### src/rtl/vga_timing_pkg.sv
// 640x480@60 raster constants shared by the scan stage and its delay line.
package vga_timing_pkg;

  localparam int H_VIS   = 640;
  localparam int H_FP    = 16;
  localparam int H_SYNC  = 96;
  localparam int H_BP    = 48;
  localparam int H_TOTAL = H_VIS + H_FP + H_SYNC + H_BP;

  localparam int V_VIS   = 480;
  localparam int V_FP    = 10;
  localparam int V_SYNC  = 2;
  localparam int V_BP    = 33;
  localparam int V_TOTAL = V_VIS + V_FP + V_SYNC + V_BP;

  // 10-bit forms so counter compares stay width-matched
  localparam logic [9:0] H_VIS_C      = 10'(H_VIS);
  localparam logic [9:0] H_LAST       = 10'(H_TOTAL - 1);
  localparam logic [9:0] H_SYNC_START = 10'(H_VIS + H_FP);
  localparam logic [9:0] H_SYNC_END   = 10'(H_VIS + H_FP + H_SYNC - 1);
  localparam logic [9:0] V_VIS_C      = 10'(V_VIS);
  localparam logic [9:0] V_LAST       = 10'(V_TOTAL - 1);
  localparam logic [9:0] V_SYNC_START = 10'(V_VIS + V_FP);
  localparam logic [9:0] V_SYNC_END   = 10'(V_VIS + V_FP + V_SYNC - 1);

  localparam int R_MSB = 11;
  localparam int R_LSB = 8;
  localparam int G_MSB = 7;
  localparam int G_LSB = 4;
  localparam int B_MSB = 3;
  localparam int B_LSB = 0;

  typedef struct packed {
    logic vis;
    logic hs;
    logic vs;
  } scan_ctl_t;

  localparam scan_ctl_t CTL_IDLE = '{vis: 1'b0, hs: 1'b1, vs: 1'b1};

endpackage

### src/rtl/vga_delay.sv
// Enabled shift register used to hold raster control bits back by the color lookup latency.
module vga_delay #(
  parameter int                WIDTH     = 3,
  parameter int                DEPTH     = 2,
  parameter logic [WIDTH-1:0]  RESET_VAL = '0
) (
  input  logic             clk,
  input  logic             rst,
  input  logic             en,
  input  logic [WIDTH-1:0] d,
  output logic [WIDTH-1:0] q
);

  logic [WIDTH-1:0] stage [DEPTH];

  always_ff @(posedge clk) begin
    if (rst) begin
      for (int i = 0; i < DEPTH; i++) stage[i] <= RESET_VAL;
    end else if (en) begin
      stage[0] <= d;
      for (int i = 1; i < DEPTH; i++) stage[i] <= stage[i-1];
    end
  end

  assign q = stage[DEPTH-1];

endmodule

### src/rtl/vga_scan.sv
// VGA 640x480 raster scan, lookup-latency alignment and registered RGB/sync pins.
// Define VGA_CLKDIV_EN to run from a 4x clock with an internal pixel-enable divider.
module vga_scan
  import vga_timing_pkg::*;
#(
  parameter int PIPE_LAT = 2
) (
  input  logic        clk,
  input  logic        rst,
  input  logic [15:0] icolor,
  output logic [9:0]  posX,
  output logic [8:0]  posY,
  output logic        pix_en,
  output logic        vblank_start,
  output logic        hs,
  output logic        vs,
  output logic [3:0]  r,
  output logic [3:0]  g,
  output logic [3:0]  b
);

  logic [9:0] hcnt;
  logic [9:0] vcnt;
  scan_ctl_t  ctl_raw;
  scan_ctl_t  ctl_q;
  scan_ctl_t  ctl_dly;
  logic       unused_color_hi;

  assign unused_color_hi = ^icolor[15:12];

`ifdef VGA_CLKDIV_EN
  logic [1:0] div;

  always_ff @(posedge clk) begin
    if (rst) div <= 2'd0;
    else     div <= div + 2'd1;
  end

  assign pix_en = (div == 2'd3);
`else
  assign pix_en = 1'b1;
`endif

  always_ff @(posedge clk) begin
    if (rst) begin
      hcnt <= '0;
      vcnt <= '0;
    end else if (pix_en) begin
      if (hcnt == H_LAST) begin
        hcnt <= '0;
        vcnt <= (vcnt == V_LAST) ? 10'd0 : vcnt + 10'd1;
      end else begin
        hcnt <= hcnt + 10'd1;
      end
    end
  end

  always_comb begin
    ctl_raw.vis = (hcnt < H_VIS_C) && (vcnt < V_VIS_C);
    ctl_raw.hs  = !((hcnt >= H_SYNC_START) && (hcnt <= H_SYNC_END));
    ctl_raw.vs  = !((vcnt >= V_SYNC_START) && (vcnt <= V_SYNC_END));
  end

  // Control bits are registered with the coordinates so the delay counts from posX/posY
  always_ff @(posedge clk) begin
    if (rst) begin
      posX         <= '0;
      posY         <= '0;
      vblank_start <= 1'b0;
      ctl_q        <= CTL_IDLE;
    end else if (pix_en) begin
      posX         <= ctl_raw.vis ? hcnt : 10'd0;
      posY         <= ctl_raw.vis ? vcnt[8:0] : 9'd0;
      vblank_start <= (hcnt == 10'd0) && (vcnt == V_VIS_C);
      ctl_q        <= ctl_raw;
    end
  end

  vga_delay #(
    .WIDTH     (3),
    .DEPTH     (PIPE_LAT),
    .RESET_VAL (CTL_IDLE)
  ) u_delay (
    .clk (clk),
    .rst (rst),
    .en  (pix_en),
    .d   (ctl_q),
    .q   (ctl_dly)
  );

  always_ff @(posedge clk) begin
    if (rst) begin
      hs <= 1'b1;
      vs <= 1'b1;
      r  <= '0;
      g  <= '0;
      b  <= '0;
    end else if (pix_en) begin
      hs <= ctl_dly.hs;
      vs <= ctl_dly.vs;
      r  <= ctl_dly.vis ? icolor[R_MSB:R_LSB] : 4'd0;
      g  <= ctl_dly.vis ? icolor[G_MSB:G_LSB] : 4'd0;
      b  <= ctl_dly.vis ? icolor[B_MSB:B_LSB] : 4'd0;
    end
  end

endmodule

### config.mk
export PLATFORM = sky130hd
export DESIGN_NAME = vga_scan
export DESIGN_NICKNAME = d
export VERILOG_FILES = /design/src/rtl/vga_timing_pkg.sv /design/src/rtl/vga_delay.sv /design/src/rtl/vga_scan.sv
export SDC_FILE = /design/constraint.sdc
export NUM_CORES = 1
export LEC_CHECK = 0
export CAP_MARGIN = 20
export CORE_MARGIN = 1.5
export CORE_UTILIZATION = 30
export DETAILED_ROUTE_END_ITERATION = 8
export GPL_TIMING_DRIVEN = 0
export SLEW_MARGIN = 40
export SYNTH_ARGS = -nofsm -noshare
export SYNTH_HDL_FRONTEND = slang
export SYNTH_HIERARCHICAL = 1
export SYNTH_SLANG_ARGS = --single-unit
### constraint.sdc
create_clock -name clk -period 2.5 [get_ports clk]
set_input_delay 0.5 -clock clk [delete_from_list [all_inputs] [get_ports clk]]
set_output_delay 0.5 -clock clk [all_outputs]
set_load 0.1 [all_outputs]
### Word level (Yosys, flattened, before mapping)

Memories as Yosys holds them, arrays and structs flattened.
Cells that the tools add are included.
Widths: inputs -> output; s select.

* memories kept: 1
* input port bits: 18
* logic and storage cells: 45
* bits in registers: 57
* output and inout bits: 35
* memory bits (writable): 6

Memories
* u_delay.stage: words 2, width 3, rd ports 2, clocked after memory_dff 0, wr ports 2, RTL line vga_delay.sv:14 `logic [WIDTH-1:0] stage [DEPTH];`

* eq/ne operators: 3
* add/subtract/negate cells: 2
* muxes and demuxes: 6
* bitwise logic cells: 4
* reductions and logical operators: 10
* $lt $le $gt $ge: 6

Operators by type and width (number)
* $add 10x1->10 const B: 2
* $eq 10x10->1 const B: 2
* $eq 10x9->1 const B: 1
* $ge 10x10->1 const B: 1
* $ge 10x9->1 const B: 1
* $le 10x10->1 const B: 1
* $le 10x9->1 const B: 1
* $logic_not 10->1: 1
* $lt 10x10->1 const B: 1
* $lt 10x9->1 const B: 1
* $mux 10: 1
* $mux 3: 2
* $reduce_or 2->1: 3
* $logic_and 1x1->1: 4
* $mux 1: 3
* $logic_not 1->1: 2
* $not 1->1: 2
* $or 1x1->1: 2

### Depth between registers and ports, before layout

Gate-level depths: netlist of the first run.

* depth in word-level cells: 4
* gate-level depth with buffers: 7

### By module

The synthesis of the first run kept the hierarchy.

Modules (own cells, without submodules)
* vga_scan: cells an instance 213, seq. area each 1141.1 µm², times used 1, area each 2064.5 µm²
* vga_delay: cells an instance 16, seq. area each 180.2 µm², times used 1, area each 264.0 µm²

### Worst setup path before layout of the first run

OpenSTA, ideal clock, no wires.

* kind: register to register
* start: reg hcnt[0]
* end: reg vcnt[4]
* stages on the path, launching flop included: 6
* setup time: 70 ps
* slack: 459 ps
* required time: 2430 ps
* arrival: 1971 ps
* clock period less this slack: 2041 ps
* cell sequence: dfxtp_1 > ha_1 > nand4_1 > or4_4 > or4b_1 > a21oi_1

* cells in the longest elaborated chain, start to end: 1

Ends and longest elaborated chain
* start, declared: RTL line vga_scan.sv:22 `logic [9:0] hcnt;`
* start signal, assigned: RTL line vga_scan.sv:53 `hcnt <= hcnt + 10'd1;`
* $eq 10x10->1: RTL line vga_scan.sv:49 `if (hcnt == H_LAST) begin`
* end signal, assigned: RTL line vga_scan.sv:51 `vcnt <= (vcnt == V_LAST) ? 10'd0 : vcnt + 10'd1;`
* end, declared: RTL line vga_scan.sv:23 `logic [9:0] vcnt;`

Every way passes these cells.
A chain may end at the register's enable or synchronous reset.

### Final worst setup path of the first run

* start: reg hcnt[4]
* end: reg vcnt[1]

The elaborated chain is that of the path after synthesis.

==> metrics.csv, run 1 <==
metric;value;unit
RSZ-0062 raised after global routing;no;
yosys warns;6;
clock latency on the worst-skew pair;0.33;ns
Clock Sinks;63;
most crowded layer after global routing;met2;
setup total negative slack;0;ns
Port-buffer cells;47;
Fmax achieved;439;MHz
Setup CP Type;reg2reg;
M3 GR Usage;3.02;%
Max Cap Violations;0;
endpoint class of the critical path;register;
Die Span Y;91.1;um
Die Area;8300;um2
area delta synth->final;27.8;%
CP max stage delay;0.63;ns
worst hold path type;reg2reg;
Syn Std Cell Area;2330;um2
startpoint types;register;
clk root buf;clkbuf_8;
vias;1702;
largest delay contributor family on the critical path;simple AND/OR/NAND/NOR gates;
post-CTS sizing;0;
largest cells by area after synthesis;dfxtp_1 49%, and2_1 8.3%, edfxtp_1 7.7%;
combinational share of power;7.0;%
CORE AREA;7370;um2
antenna violations before repair;0;
GP Congestion;0.792;
most frequent cells in the layout;57 x dfxtp_1, 35 x buf_2, 31 x and2_1;
met1 usage;13.0;%
slowest CP cell;or4_4;
Detail Placement HPWL;3.13;mm
clock buffer depth;2;
required time of the worst setup path;2.70;ns
Worst IR Drop VDD;0.178;mV
minimum clock period;2.28;ns
met2 Use GR;18.7;%
drt initial violations;61;
commonest non-fill, non-tap cell in the layout;dfxtp_1;
Setup Buffers After CTS;0;
GR Overflow Total;0;
outcome;completed;
cells after synthesis;229;
first-pass GRT wire length;7.48;mm
final WL;4.41;mm
post-synthesis cell type count;37;
Clk pwr share;42.4;%
Initial Utilization;31.6;%
worst path buffer plus inverter count;1;
GRT Total Usage;11.6;%
drc violations;0;
vias per inst;4.29;
worst clock skew;0.00547;ns
pwr/cell area;692;nW/um2
Hold WS;0.489;ns
Arrival @ worst endpoint;2.48;ns
slew margin rel.;63.2;%
CTS tree;built;
Wirelength per Cell;11.1;um
sequential fraction of design power;50.6;%
drt pass-1 iters;5;
Std-Cell Rows;31;
CTS Buf Count;9;
Antenna diodes;0;
die span in x;91.1;um
final core area utilization;40.4;%
Pint;1.58;mW
Tcrit/Tclk final;91.2;%
cts hold-fix bufs;0;
largest net degree at the start of global routing;13;
syn_area_per_cell;10.2;um2
cell taking the most area after synthesis;dfxtp_1;
vias in the first global route;1615;
Nets;316;
Yosys top cell area share;49.0;%
post-synthesis sequential area ratio;56.7;%
Final setup viols;0;
Pleak;1.22;nW
Final Hold Viols;0;
H-tree depth;3;
IO Count;53;
Slew Viols, Final;0;
Slew @ Worst Pin;0.551;ns
FF+latch count, synth;63;
clock slew at reported path FFs;0.06;ns
NetSw;477;uW
crit path max fanout;9;
worst-path cell chain;clkbuf_1, nand4_1, or4_4, o21bai_1, nor2_1;
fraction of layout cells with a size suffix above 1;21.1;%
Post-DRT Antenna Nets;0;
sw frac;23.2;%
==> final timing paths <==
check                           slack (ns)  cells after the start  endpoint    start
worst max-delay path                  0.22                      5   vcnt[1]  hcnt[4]
worst min register to register        0.49                      1  ctl_q[0]  vcnt[1]
worst min-delay path                  0.49                      1  ctl_q[0]  vcnt[1]
worst max register to register        0.22                      5   vcnt[1]  hcnt[4]
==> metrics by stage <==
stage | instance area (um2) | power, mW | worst slack (ns) | std cells
2_1_floorplan | 2350 | 1.17 | 0.459 | 236
4_1_cts | 2980 | 2.09 | 0.215 | 397
6_report | 2980 | 2.06 | 0.221 | 397
5_1_grt | 2980 | 2.15 | 0.0385 | 397
3_5_place_dp | 2780 | 1.21 | 0.198 | 382
3_3_place_gp | 2950 | 1.22 | 0.212 | 382
==> worst register-to-register path: stages (launching register included) <==
cell and delay [ns]:
dfxtp_1 0.31, clkbuf_1 0.31, nand4_1 0.34, or4_4 0.63
o21bai_1 0.47, nor2_1 0.10
==> Yosys cell counts <==
cell type   n
or4b_1      1
or4_4       2
nor2b_1     1
conb_1      1
and4_1      2
nand4_1     7
nor3_1      4
nor2_1     23
nor4_1      4
and3b_2     2
xnor2_1     5
xor2_1      6
nand2b_1    1
nor4b_1     2
a21oi_1     5
ha_1        4
or3_1       2
dfxtp_1    57
nand3_1     6
inv_1       7
buf_4       4
or4_1       4
mux2i_1     2
o21bai_1    1
and3_1      2
and2_1     31
edfxtp_1    6
o21ai_0     4
or3b_1      4
buf_6       1
nand2_1     9
and3_2      1
o31ai_1     2
buf_2       1
or2_2       3
clkbuf_1   11
or2_1       1
==> flip-flops by register name, summed over array words and instances, names as in the netlist <==
register	flops
b	4
ctl_q	3
g	4
hcnt	10
hs	1
posX	10
posY	9
r	4
u_delay/stage	6
vblank_start	1
vcnt	10
vs	1
==> layer usage <==
metal	share of wire (%)	up-vias
li1	-	883
met1	44	758
met2	46	53
met3	7.1	8
met4	2.3	0
met5	0	-
==> area by class of cell <==
type | instances | area, um2
Buffer | 17 | 87.6
Clock buffer | 11 | 151
Clock inverter | 4 | 45.0
Fill cell | 736 | 4390
Inverter | 7 | 26.3
Multi-Input combinational cell | 149 | 920
Sequential cell | 63 | 1320
Tap cell | 99 | 124
Timing Repair Buffer | 47 | 300
==> power groups by stage <==
stage / combinational (mW) / clock, mW / sequential [mW]
6_report: 0.144 / 0.872 / 1.04
5_1_grt: 0.155 / 0.949 / 1.04
4_1_cts: 0.145 / 0.899 / 1.04
3_5_place_dp: 0.145 / 0 / 1.06
3_3_place_gp: 0.152 / 0 / 1.06
2_1_floorplan: 0.0440 / 0 / 1.12
==> kinds of logic after synthesis <==
| kind of cell | synth area share, % |
|---|---|
| AOI/OAI and AO/OA | 2.90 |
| and+or+nand+nor | 28.2 |
| other | 0.161 |
| buffers and inverters | 4.89 |
| muxes | 0.860 |
| DFF | 56.7 |
| adders and majority gates | 2.15 |
| xor gates and xnor gates | 4.14 |
(Power assumes the default switching activity.)
==> run 2, diff against run 1 <==
MAX_ROUTING_LAYER = met4   (was unset)
==> run 2 against run 1 <==
First-iteration DRC count grew 8.2%. Hold slack improved by 0.0014 ns. Sequential share of layout area unchanged. Global-route usage increased by 0.44 points.
==> metrics.csv, run 2 (same netlist as run 1, synthesis figures left out) <==
metric;value;unit;change
H-tree depth;3;;unchanged
GRT Total Usage;12.0;%;+0.44 points
worst hold path type;reg2reg;;
final WL;4.46;mm;+1.0%
fillers;736;;unchanged
Max Cap Violations;0;;unchanged
Die Area;8300;um2;unchanged
vias;1706;;+0.24%
storage element area;1320;um2;unchanged
clock latency on the worst-skew pair;0.33;ns;about the same
Pleak;1.22;nW;unchanged
Post-DRT Antenna Nets;0;;unchanged
Tcrit/Tclk final;91.6;%;+0.42 points
commonest non-fill, non-tap cell in the layout;dfxtp_1;;
Regs by FF count;hcnt: 10 flops, posX: 10 flops, vcnt: 10 flops;;
Port-buffer cells;47;;unchanged
Slew @ Worst Pin;0.566;ns;+0.0150 ns
worst r2r src;hcnt[0];;
Setup CP Type;reg2reg;;
Hold Path Origin;vcnt[1];;
drc violations;0;;unchanged
Initial Utilization;31.6;%;unchanged
final instance area;2980;um2;unchanged
startpoint types;register;;
Fmax achieved;437;MHz;-0.46%
clock buffer depth;2;;unchanged
GP Congestion;0.803;;+1.4%
Wirelength per Cell;11.2;um;+1.0%
Clock Sinks;63;;unchanged
required time of the worst setup path;2.70;ns;about the same
outcome;completed;;
first-pass GRT wire length;7.53;mm;+0.64%
Std-Cell Rows;31;;unchanged
Worst R2R Path Depth;5;;unchanged
antenna violations before repair;0;;unchanged
placed cell area;2780;um2;unchanged
CTS tree;built;;
Nets;316;;unchanged
largest net degree at the start of global routing;13;;unchanged
post-CTS sizing;0;;unchanged
crit path max fanout;7;;-2
Arrival @ worst endpoint;2.49;ns;about the same
area delta synth->final;27.8;%;unchanged
CORE AREA;7370;um2;unchanged
Die Span Y;91.1;um;unchanged
drt initial violations;66;;+8.2%
IO Count;53;;unchanged
Final Hold Viols;0;;unchanged
clock slew at reported path FFs;0.07;ns;about the same
GR Overflow Total;0;;unchanged
drt pass-1 iters;4;;-1
minimum clock period;2.29;ns;+0.0105 ns
multi-input logic area;920;um2;unchanged
fraction of layout cells with a size suffix above 1;21.1;%;unchanged
Hold WS;0.491;ns;+0.00144 ns
worst clock skew;0.00564;ns;+0.000174 ns
Setup Buffers After CTS;0;;unchanged
most frequent cells in the layout;57 x dfxtp_1, 35 x buf_2, 31 x and2_1;;
cts hold-fix bufs;0;;unchanged
Slew Viols, Final;0;;unchanged
die span in x;91.1;um;unchanged
vias in the first global route;1605;;-0.62%
setup total negative slack;0;ns;unchanged
Antenna diodes;0;;unchanged
CTS Buf Count;9;;unchanged
Worst R2R Setup Slack;0.21;ns;about the same
vias per inst;4.30;;+0.24%
Worst IR Drop VDD;0.178;mV;about the same
slew margin rel.;62.2;%;-1.0 points
RSZ-0062 raised after global routing;no;;
clk root buf;clkbuf_8;;
r2r endpoint;vcnt[6];;
endpoint class of the critical path;register;;
Detail Placement HPWL;3.13;mm;unchanged
pwr/cell area;691;nW/um2;about the same
Final setup viols;0;;unchanged
worst setup path end;vcnt[6];;
Setup crit start;hcnt[0];;
run 2: worst min-delay path by stage:
stage,cells after the start,to
2_1_floorplan,1,ctl_q[0]
3_3_place_gp,1,ctl_q[0]
3_5_place_dp,1,hcnt[0]
4_1_cts,1,hcnt[0]
5_1_grt,1,hcnt[0]
6_report,1,ctl_q[0]
run 2: per-layer routing:
metal  track usage, %  vias up  share of wire (%)
met2             18.7       52                 47
met1             13.2      770                 45
met3             3.27        2                6.2
met4             8.98        0                1.1
met5                -        -                  0
li1                 -      882                  -
run 2: report_power, final:
part,internal (mW),switching [mW],leakage [nW]
clock network,0.504,0.367,0.105
logic,0.0427,0.102,0.602
registers,1.03,0.00654,0.514
run 2: cell type report:
class / instances / area share (%)
flip-flops and latches: 63 / 44.4
multi-input cells: 149 / 30.9
repair buffers: 47 / 10.1
clock buffers: 11 / 5.09
well taps: 99 / 4.16
plain buffers: 17 / 2.94
clock inverters: 4 / 1.51
inverters: 7 / 0.883
run 2: critical path, cell delays in order, from the launching register on:
cell      delay (ns)
dfxtp_1         0.41
ha_1            0.25
nand4_1         0.29
or4_4           0.63
o21bai_1        0.48
nor2_1          0.10
run 2: stage by stage:
| stage | cells | total power, mW | setup WS, ns | utilization, % |
|---|---|---|---|---|
| 3_3_place_gp | 382 | 1.22 | 0.212 | 40.0 |
| 5_1_grt | 397 | 2.15 | 0.0385 | 40.4 |
| 2_1_floorplan | 236 | 1.17 | 0.459 | - |
| 6_report | 397 | 2.06 | 0.211 | 40.4 |
| 3_5_place_dp | 382 | 1.21 | 0.198 | 37.7 |
| 4_1_cts | 397 | 2.09 | 0.215 | 40.4 |
==> run 3, diff against run 2 <==
CAP_MARGIN = 5   (was 20)
==> results of run 3 <==
The final DEF is identical to that of run 2; final timing and power are the same.
